===== src/rtl/rca_pipe.sv =====
// Pipelined ripple-carry add/sub, one CHUNK-bit ripple segment per stage; latency WIDTH/CHUNK cycles, 1 op/cycle.
// Backpressure: whole pipe advances only when the output register is empty or being retired; in_ready mirrors that.
module rca_pipe #(
    parameter int WIDTH = 16,
    parameter int CHUNK = 4
) (
    input  logic             clk,
    input  logic             rst_n,
    input  logic             in_valid,
    output logic             in_ready,
    input  logic [WIDTH-1:0] A,
    input  logic [WIDTH-1:0] B,
    input  logic             Cin,
    input  logic             sub,
    output logic             out_valid,
    input  logic             out_ready,
    output logic [WIDTH-1:0] S,
    output logic             Cout,
    output logic             V
);

    localparam int CHUNK_SAFE = (CHUNK < 1) ? 1 : CHUNK;
    localparam int NSTAGES    = (WIDTH / CHUNK_SAFE < 1) ? 1 : WIDTH / CHUNK_SAFE;

    if ((CHUNK < 1) || (WIDTH % CHUNK_SAFE != 0)) begin : g_param_check
        $error("rca_pipe: WIDTH must be a positive multiple of CHUNK (CHUNK >= 1)");
    end

    function automatic logic [1:0] full_add(input logic a, input logic b, input logic ci);
        return {(a & b) | (ci & (a ^ b)), a ^ b ^ ci};
    endfunction

    logic                              en;
    logic [NSTAGES-1:0]                stg_vld;
    logic [NSTAGES-1:0]                stg_c;
    logic [NSTAGES-1:0]                ovf_s;
    logic [NSTAGES-1:0][WIDTH-1:0]     stg_sum;
    logic [NSTAGES-1:0][WIDTH-1:0]     stg_a;
    logic [NSTAGES-1:0][WIDTH-1:0]     stg_b;
    logic                              v_q;

    assign en       = !stg_vld[NSTAGES-1] || out_ready;
    assign in_ready = en;

    for (genvar k = 0; k < NSTAGES; k++) begin : g_stage
        localparam int LSB = k * CHUNK_SAFE;

        logic             src_vld;
        logic             src_c;
        logic [WIDTH-1:0] src_a;
        logic [WIDTH-1:0] src_b;
        logic [WIDTH-1:0] src_sum;
        logic [CHUNK_SAFE:0] cy;
        logic [WIDTH-1:0] sum_d;

        logic             vld_q;
        logic             c_q;
        logic [WIDTH-1:0] sum_q;
        logic [WIDTH-1:0] a_q;
        logic [WIDTH-1:0] b_q;

        // Subtract folds into stage 0: invert B and force the carry-in, then travels as plain add.
        if (k == 0) begin : g_head
            assign src_vld = in_valid;
            assign src_a   = A;
            assign src_b   = sub ? ~B : B;
            assign src_c   = sub | Cin;
            assign src_sum = '0;
        end else begin : g_body
            assign src_vld = stg_vld[k-1];
            assign src_a   = stg_a[k-1];
            assign src_b   = stg_b[k-1];
            assign src_c   = stg_c[k-1];
            assign src_sum = stg_sum[k-1];
        end

        always_comb begin
            cy    = '0;
            cy[0] = src_c;
            sum_d = src_sum;
            for (int i = 0; i < CHUNK_SAFE; i++) begin
                {cy[i+1], sum_d[LSB+i]} = full_add(src_a[LSB+i], src_b[LSB+i], cy[i]);
            end
        end

        assign ovf_s[k] = cy[CHUNK_SAFE] ^ cy[CHUNK_SAFE-1];

        always_ff @(posedge clk) begin
            if (!rst_n) begin
                vld_q <= 1'b0;
                c_q   <= 1'b0;
                sum_q <= '0;
                a_q   <= '0;
                b_q   <= '0;
            end else if (en) begin
                vld_q <= src_vld;
                c_q   <= cy[CHUNK_SAFE];
                sum_q <= sum_d;
                a_q   <= src_a;
                b_q   <= src_b;
            end
        end

        assign stg_vld[k] = vld_q;
        assign stg_c[k]   = c_q;
        assign stg_sum[k] = sum_q;
        assign stg_a[k]   = a_q;
        assign stg_b[k]   = b_q;
    end

    // Only the last segment's carry pair is the MSB carry pair that defines signed overflow.
    always_ff @(posedge clk) begin
        if (!rst_n) begin
            v_q <= 1'b0;
        end else if (en) begin
            v_q <= ovf_s[NSTAGES-1];
        end
    end

    assign out_valid = stg_vld[NSTAGES-1];
    assign S         = stg_sum[NSTAGES-1];
    assign Cout      = stg_c[NSTAGES-1];
    assign V         = v_q;

    logic unused_tail;
    assign unused_tail = ^{stg_a[NSTAGES-1], stg_b[NSTAGES-1], ovf_s};

endmodule


===== config.mk =====
export PLATFORM = sky130hd
export DESIGN_NAME = rca_pipe
export DESIGN_NICKNAME = d
export VERILOG_FILES = /design/src/rtl/rca_pipe.sv
export SDC_FILE = /design/constraint.sdc
export NUM_CORES = 1
export LEC_CHECK = 0
export CAP_MARGIN = 30
export CORE_MARGIN = 8
export CORE_UTILIZATION = 35
export CTS_BUF_LIST = sky130_fd_sc_hd__clkbuf_4
export CTS_CLUSTER_DIAMETER = 30
export DETAILED_ROUTE_END_ITERATION = 10
export HOLD_SLACK_MARGIN = 0.1
export SLEW_MARGIN = 20
export SYNTH_ARGS = -nofsm -noshare
export SYNTH_HDL_FRONTEND = slang
export SYNTH_SLANG_ARGS = --single-unit

===== constraint.sdc =====
create_clock -name clk -period 3.35 [get_ports clk]
set_clock_uncertainty 0.15 [all_clocks]
set_input_delay 1.005 -clock clk [delete_from_list [all_inputs] [get_ports clk]]
set_output_delay 1.005 -clock clk [all_outputs]
set_load 0.05 [all_outputs]

# Word-level counts from Yosys, hierarchy flattened
# Cells that the tools add are included.
# word_totals
ram_bits,0
wordCells,105
n_memories,0
rom_bits,0
out_inout_bits,20
register_bits,145
latchBits,0
input_bits,38
# classes
n_mul,0
eq_ne,0
muxes,1
reduce_logical,2
addsub,0
shift,0
n_bitwise,83
div_mod_pow,0
order_cmp,0
# ops
op,n
1-bit bitwise XOR,33
1-bit AND,32
1-bit OR,17
16-bit two-way mux,1
16-bit NOT,1
1-bit zero test,1
1-bit logical OR,1

# Longest topological paths before layout
# Gate-level depths: netlist of the first run.
# logic_depth
word_depth,11
mapped_depth,10
mapped_depth_nobuf,10

# Least setup slack after synthesis of the first run
# Ideal clock, no wire load.
# synth_timing
path_type,input port to flip-flop
startpoint,in sub
endpoint,reg g_stage[0].sum_q[3]
t_required_ps,3078
setup_ps,122
n_path_buf,2
arrival_time_ps,3163
path_slack_ps,-85
cell_stages,10
path_cell_list,buf_4 buf_6 xnor2_1 fa_1 fa_1 fa_1 inv_1 fa_1 nand2_1 a21boi_0
# synth_between
elab_chain_len,9
elab_cells_between_ends,16
cone_classes,mux (1); bitwise (15)
# synth_rtl
item,line_no,source
from (decl),14,"input logic sub,"
16-bit two-way mux,66,assign src_b = sub ? ~B : B;
1-bit bitwise XOR,30,"return {(a & b) | (ci & (a ^ b)), a ^ b ^ ci};"
1-bit AND,30,
1-bit OR,30,
1-bit AND,30,
1-bit OR,30,
1-bit AND,30,
1-bit OR,30,
1-bit bitwise XOR *,30,
net g_stage[0].sum_d[3],54,logic [WIDTH-1:0] sum_d;
to (signal assigned),98,sum_q <= sum_d;
to (decl),58,logic [WIDTH-1:0] sum_q;
# Mark *: on every way through the listed nets, which the timed path passes. The rest lies on a longest branch.
# A chain may end at the register's enable or synchronous reset.

# Worst setup path after layout of the first run
# Ends and elaborated chain as after synthesis.

==> impl_metrics.yaml, run 1 <==
worst_hold_path:
  hold_path_depth: 2
  whs_endpoint: "g_stage[2].b_q[12]"
  min-delay-start: "g_stage[1].b_q[12]"
  hp-class: "reg -> reg"
worst_setup_path:
  rrSetupSlack_ns: 0.98
  cp-start-kind: "primary input"
  path_class: "in -> reg"
  r2r-start: "g_stage[2].c_q"
  reg2reg_depth: 9
  r2r-end: "S[15]"
  cp_data_arrival_time_ns: 3.39
  cp_data_required_time_ns: 3.52
  critPathCaptureType: "flop"
  critPathMaxFanout: 3
grt:
  grt_max_degree: 121
  antenna_found_initial: 0
  grt_pass1_wl_mm: 13.8
  grt_use_total: 0.104
  grt_pass1_vias: 2937
  gr-total-overflow: 0
layout:
  final_common_cell: "nand2_1"
  diodes: 0
  drive_gt1_frac: 0.0520
  final_cell_mix: "nand2_1 (155), dfxtp_1 (97), clkdlybuf4s50_1 (55)"
  n_fill_cell: 1164
  finalNonFillerCells: 643
  nets: 549
  areaGrowthSynthToFinish_pct: 17.6
clock_network:
  htreeDepth: 3
  cts_setup_buffers: 0
  clk_latency_ns: 0.43
  cts_tree: "done"
  cts.clk_slew.worst_paths_ns: 0.16
  numCtsBuffers: 9
  cts_max_path_buffers: 2
  cts.sinks: 97
  post_cts_resized: 0
  cts_root_buf: "clkbuf_4"
  holdBufCountCts: 0
sta:
  worst_pin_slew_ns: 0.751
  slew_violations: 0
  whs_ns: 0.303
  hold_violations: 0
  setup_viol: 0
  rsz0062_at_grt: "false"
  max-slew-margin-rel: 0.499
  period_minus_slack_ns: 3.22
  fin_crit_sh: 0.961
  fmax_mhz: 311
flow_run:
  cap_violations: 0
route:
  postRouteAntennaNets: 0
  num_vias: 2919
  wl_mm: 7.86
  drtIter0Drc: 140
  wl_per_cell_um: 12.2
  drc: 0
  via_per_inst: 4.54
  drtPass1Iterations: 4
synthesis:
  ys_warn_count: 0
  yosysSeqAreaShare: 0.471
  ys_ff_latch: 97
  syn_inst: 457
  synth.distinct_cells: 21
  syn_nets: 511
  synth.avg_cell_area_sq_um: 9.01
  syn-cell-area_sq_um: 4120
placement:
  post-dp-hpwl_mm: 5.11
  io_buffers: 57
  place.gp.congestion: 0.705
  placedCellCount: 627
die:
  rows: 39
  core_area_sq_um: 11500
  io_pins: 58
  die_h_um: 124
  fp.dieW_um: 124
  die-area_sq_um: 15500
  initial_core_util: 0.359
run_status:
  status: "finished clean"
pwr:
  vdd_drop_max_uv: 179
  cellLeakagePower_nw: 1.93
  power_density_nw_per_um2: 449
## area by class of cell
type / count / area [sq um] / area share
timing repair buffer: 61 / 618 / 0.128
clock inverter: 6 / 67.6 / 0.0139
multi-input combinational: 300 / 1860 / 0.385
clock buffer: 10 / 75.1 / 0.0155
tap: 143 / 179 / 0.0369
inverter: 26 / 98.8 / 0.0204
sequential: 97 / 1940 / 0.401
## critical path, cell delays in order
cell and delay, ns:
clkdlybuf4s50_1 0.55, xnor2_1 0.13, fa_2 0.37, fa_2 0.34, fa_1 0.36, inv_1 0.08, fa_1 0.41, nand2_1 0.07
a21boi_0 0.07
## cell usage after synthesis
| cell | n | area (sq um) |
|---|---|---|
| nand2_1 | 155 | 582 |
| dfxtp_1 | 97 | 1940 |
| a21boi_1 | 50 | 375 |
| inv_1 | 25 | 93.8 |
| a21boi_0 | 21 | 158 |
| fa_1 | 16 | 320 |
| xnor2_1 | 16 | 140 |
| a21oi_1 | 12 | 60.1 |
| o211a_1 | 12 | 120 |
| buf_2 | 11 | 55.1 |
| buf_4 | 11 | 82.6 |
| o21ai_0 | 11 | 55.1 |
| clkbuf_1 | 7 | 26.3 |
| buf_6 | 5 | 56.3 |
| nand3_1 | 2 | 10.0 |
| inv_2 | 1 | 3.75 |
| nor2_1 | 1 | 3.75 |
| nor2b_4 | 1 | 13.8 |
| o21a_1 | 1 | 7.51 |
| o21ai_1 | 1 | 5.00 |
| xor2_1 | 1 | 8.76 |
## state kept, by name, indices dropped and copies added (netlist names)
name	count
Cout	1
g_stage.b_q	24
S	16
g_stage.c_q	3
out_valid	1
g_stage.a_q	24
g_stage.vld_q	3
g_stage.sum_q	24
V	1
## per-layer routing
| metal | share of wire | vias to the layer above | global-route usage |
|---|---|---|---|
| met3 | 0.047 | 10 | 0.0328 |
| met4 | 0.014 | 0 | 0.0383 |
| li1 | - | 1528 | - |
| met5 | 0 | - | 0 |
| met2 | 0.44 | 40 | 0.166 |
| met1 | 0.50 | 1341 | 0.129 |
## cell families (layout without fill, tap and decap cells)
| family | Yosys count | after routing | synth area share |
|---|---|---|---|
| AND/OR/NAND/NOR | 159 | 159 | 0.148 |
| XOR/XNOR | 17 | 17 | 0.0361 |
| adder cells (fa/ha/maj) | 16 | 16 | 0.0778 |
| buffers and inverters | 60 | 103 | 0.0772 |
| AO/OA/AOI/OAI | 108 | 108 | 0.190 |
| flip-flops | 97 | 97 | 0.471 |
## per-stage QoR
stage / instance area (sq um) / power, W / util / setup WS (ns) / setup TNS (ns)
final: 4840 / 0.00218 / 0.422 / 0.132 / 0
after detailed placement: 4700 / 0.00158 / 0.410 / -0.328 / -0.406
after CTS: 4840 / 0.00222 / 0.422 / 0.153 / 0
after global routing: 4840 / 0.00231 / 0.422 / 0.0570 / 0
after floorplan: 4130 / 0.00148 / - / 0.000938 / 0
after global placement: 4700 / 0.00157 / 0.410 / -0.268 / -0.306
## power by group
group	total [W]	switching (W)	leakage, nW	internal, W
clock	0.000628	0.000389	0.0730	0.000239
sequential	0.00127	0.0000380	0.797	0.00123
combinational	0.000281	0.000141	1.06	0.000140
total	0.00218	0.000568	1.93	0.00161
## worst max path at each step
stage               from             endpoint  cells past startpoint
floorplan            sub  g_stage[0].sum_q[3]                     10
global placement     sub  g_stage[0].sum_q[3]                      9
detailed placement   sub  g_stage[0].sum_q[3]                      9
CTS                  sub  g_stage[0].sum_q[3]                      9
global route         sub  g_stage[0].sum_q[3]                      9
finish               sub  g_stage[0].sum_q[3]                      9
Note: power is estimated with default switching activity, not from simulation.
==> run 2, diff against run 1 <==
--- a/config.mk
+++ b/config.mk
@@ -6,7 +6,7 @@
 export NUM_CORES = 1
 export LEC_CHECK = 0
 export CAP_MARGIN = 30
-export CORE_MARGIN = 8
+export CORE_MARGIN = 5
 export CORE_UTILIZATION = 35
 export CTS_BUF_LIST = sky130_fd_sc_hd__clkbuf_4
 export CTS_CLUSTER_DIAMETER = 30
==> impl_metrics.yaml, run 2 (synthesis results as in run 1) <==
route:
  wl_per_cell_um: 12.0
  drtPass1Iterations: 6
  via_per_inst: 4.50
  num_vias: 2895
  wl_mm: 7.73
  drc: 0
  postRouteAntennaNets: 0
  drtIter0Drc: 224
flow_run:
  cap_violations: 0
die:
  fp.dieW_um: 118
  rows: 39
  core_area_sq_um: 11500
  io_pins: 58
  die-area_sq_um: 14000
  initial_core_util: 0.359
  die_h_um: 118
sta:
  period_minus_slack_ns: 3.19
  fin_crit_sh: 0.953
  fmax_mhz: 313
  whs_ns: 0.304
  slew_violations: 0
  max-slew-margin-rel: 0.495
  worst_pin_slew_ns: 0.758
  hold_violations: 0
  setup_viol: 0
  rsz0062_at_grt: "false"
  worst_slack_ns: 0.159
placement:
  place.gp.congestion: 0.761
  io_buffers: 57
  post-dp-hpwl_mm: 5.00
  dp_worst_setup_slack_ns: -0.303
grt:
  gr-total-overflow: 0
  grt_use_total: 0.112
  grt_pass1_vias: 2906
  antenna_found_initial: 1
  grt_max_degree: 121
  grt_pass1_wl_mm: 13.3
pwr:
  power.share.clock: 0.259
  combPwrFrac: 0.134
  power_density_nw_per_um2: 434
  power_frac_seq: 0.607
  cellLeakagePower_nw: 1.93
  netSwitchingPower_w: 0.000567
  vdd_drop_max_uv: 187
  sw_frac_of_total: 0.271
  internal-power_w: 0.00152
worst_setup_path:
  path_class: "in -> reg"
  rrSetupSlack_ns: 0.99
  worstSetupEndpoint: "g_stage[0].sum_q[3]"
  critPathMaxFanout: 3
  timing.critical_path.depth: 9
  path_buf_inv: 2
  cp_slowest_stage_delay_ns: 0.53
  cp-start-kind: "primary input"
  r2r-end: "V"
  critPathTopFamily: "adder cells"
  cp_slowest_cell: "clkdlybuf4s50_1"
  cp_data_arrival_time_ns: 3.36
  reg2reg_depth: 10
  cp-startpoint: "sub"
  cp_cell_sequence: "clkdlybuf4s50_1 > xnor2_1 > fa_2 > fa_2 > fa_1 > inv_1 > fa_1 > nand2_1 > a21boi_0"
  cp_data_required_time_ns: 3.52
  r2r-start: "g_stage[2].c_q"
  critPathCaptureType: "flop"
clock_network:
  holdBufCountCts: 0
  cts_tree: "done"
  numCtsBuffers: 9
  cts_max_path_buffers: 2
  cts.clk_slew.worst_paths_ns: 0.15
  post_cts_resized: 0
  htreeDepth: 3
  cts_setup_buffers: 0
  clk_latency_ns: 0.43
  cts_root_buf: "clkbuf_4"
  cts.sinks: 97
layout:
  areaGrowthSynthToFinish_pct: 16.9
  diodes: 0
  reg_top3: "g_stage.a_q x24, g_stage.b_q x24, g_stage.sum_q x24"
  nets: 549
  drive_gt1_frac: 0.0520
  final_cell_mix: "nand2_1 (155), dfxtp_1 (97), clkdlybuf4s50_1 (55)"
  n_fill_cell: 1159
  final_common_cell: "nand2_1"
worst_hold_path:
  hp-class: "reg -> reg"
run_status:
  status: "finished clean"
-- run 2: routing by layer --
metal / share of wire / global-route usage
met1: 0.48 / 0.141
met2: 0.46 / 0.185
met3: 0.048 / 0.0382
met4: 0.012 / 0.0312
met5: 0.0017 / 0
-- run 2: final cells by class --
cell class / instances / area (sq um) / area share
timing repair buffer: 61 / 618 / 0.128
clock buffer: 9 / 67.6 / 0.0140
tap: 143 / 179 / 0.0372
clock inverter: 7 / 46.3 / 0.00961
multi-input combinational: 300 / 1860 / 0.387
inverter: 26 / 98.8 / 0.0205
sequential: 97 / 1940 / 0.403
-- run 2: worst min path at each step --
stage	start	cells after the start	to	slack [ns]
2_1_floorplan	g_stage[0].a_q[4]	2	g_stage[0].a_q[4]	0.28
3_3_place_gp	g_stage[1].sum_q[5]	2	g_stage[1].sum_q[5]	0.29
3_5_place_dp	g_stage[1].sum_q[5]	2	g_stage[1].sum_q[5]	0.29
4_1_cts	g_stage[0].b_q[14]	2	g_stage[1].b_q[14]	0.30
5_1_grt	g_stage[0].b_q[13]	2	g_stage[1].b_q[13]	0.32
6_report	g_stage[0].b_q[14]	2	g_stage[1].b_q[14]	0.30
-- run 2: worst reg2reg max path, delay by kind of cell, from the launching register on --
kind          cells  cell delay, ns
simple gates      2            0.18
xor+xnor          1            0.17
buf+inv           3            0.20
fa+ha+maj         4            1.23
flops             1            0.37
-- run 2: power by group through the flow --
stage | sequential, W | clock (W) | combinational (W)
5_1_grt | 0.00128 | 0.000614 | 0.000319
4_1_cts | 0.00127 | 0.000578 | 0.000286
3_3_place_gp | 0.00129 | 0 | 0.000280
3_5_place_dp | 0.00129 | 0 | 0.000284
2_1_floorplan | 0.00132 | 0 | 0.000164
6_report | 0.00127 | 0.000542 | 0.000280
-- run 2: per-stage QoR --
stage / util / TNS [ns] / area [sq um] / power, W / cells
finish: 0.420 / 0 / 4820 / 0.00209 / 643
global route: 0.420 / 0 / 4820 / 0.00221 / 643
CTS: 0.420 / 0 / 4820 / 0.00213 / 643
detailed placement: 0.410 / -0.378 / 4700 / 0.00158 / 627
global placement: 0.410 / -0.302 / 4700 / 0.00157 / 627
floorplan: - / 0 / 4130 / 0.00148 / 457
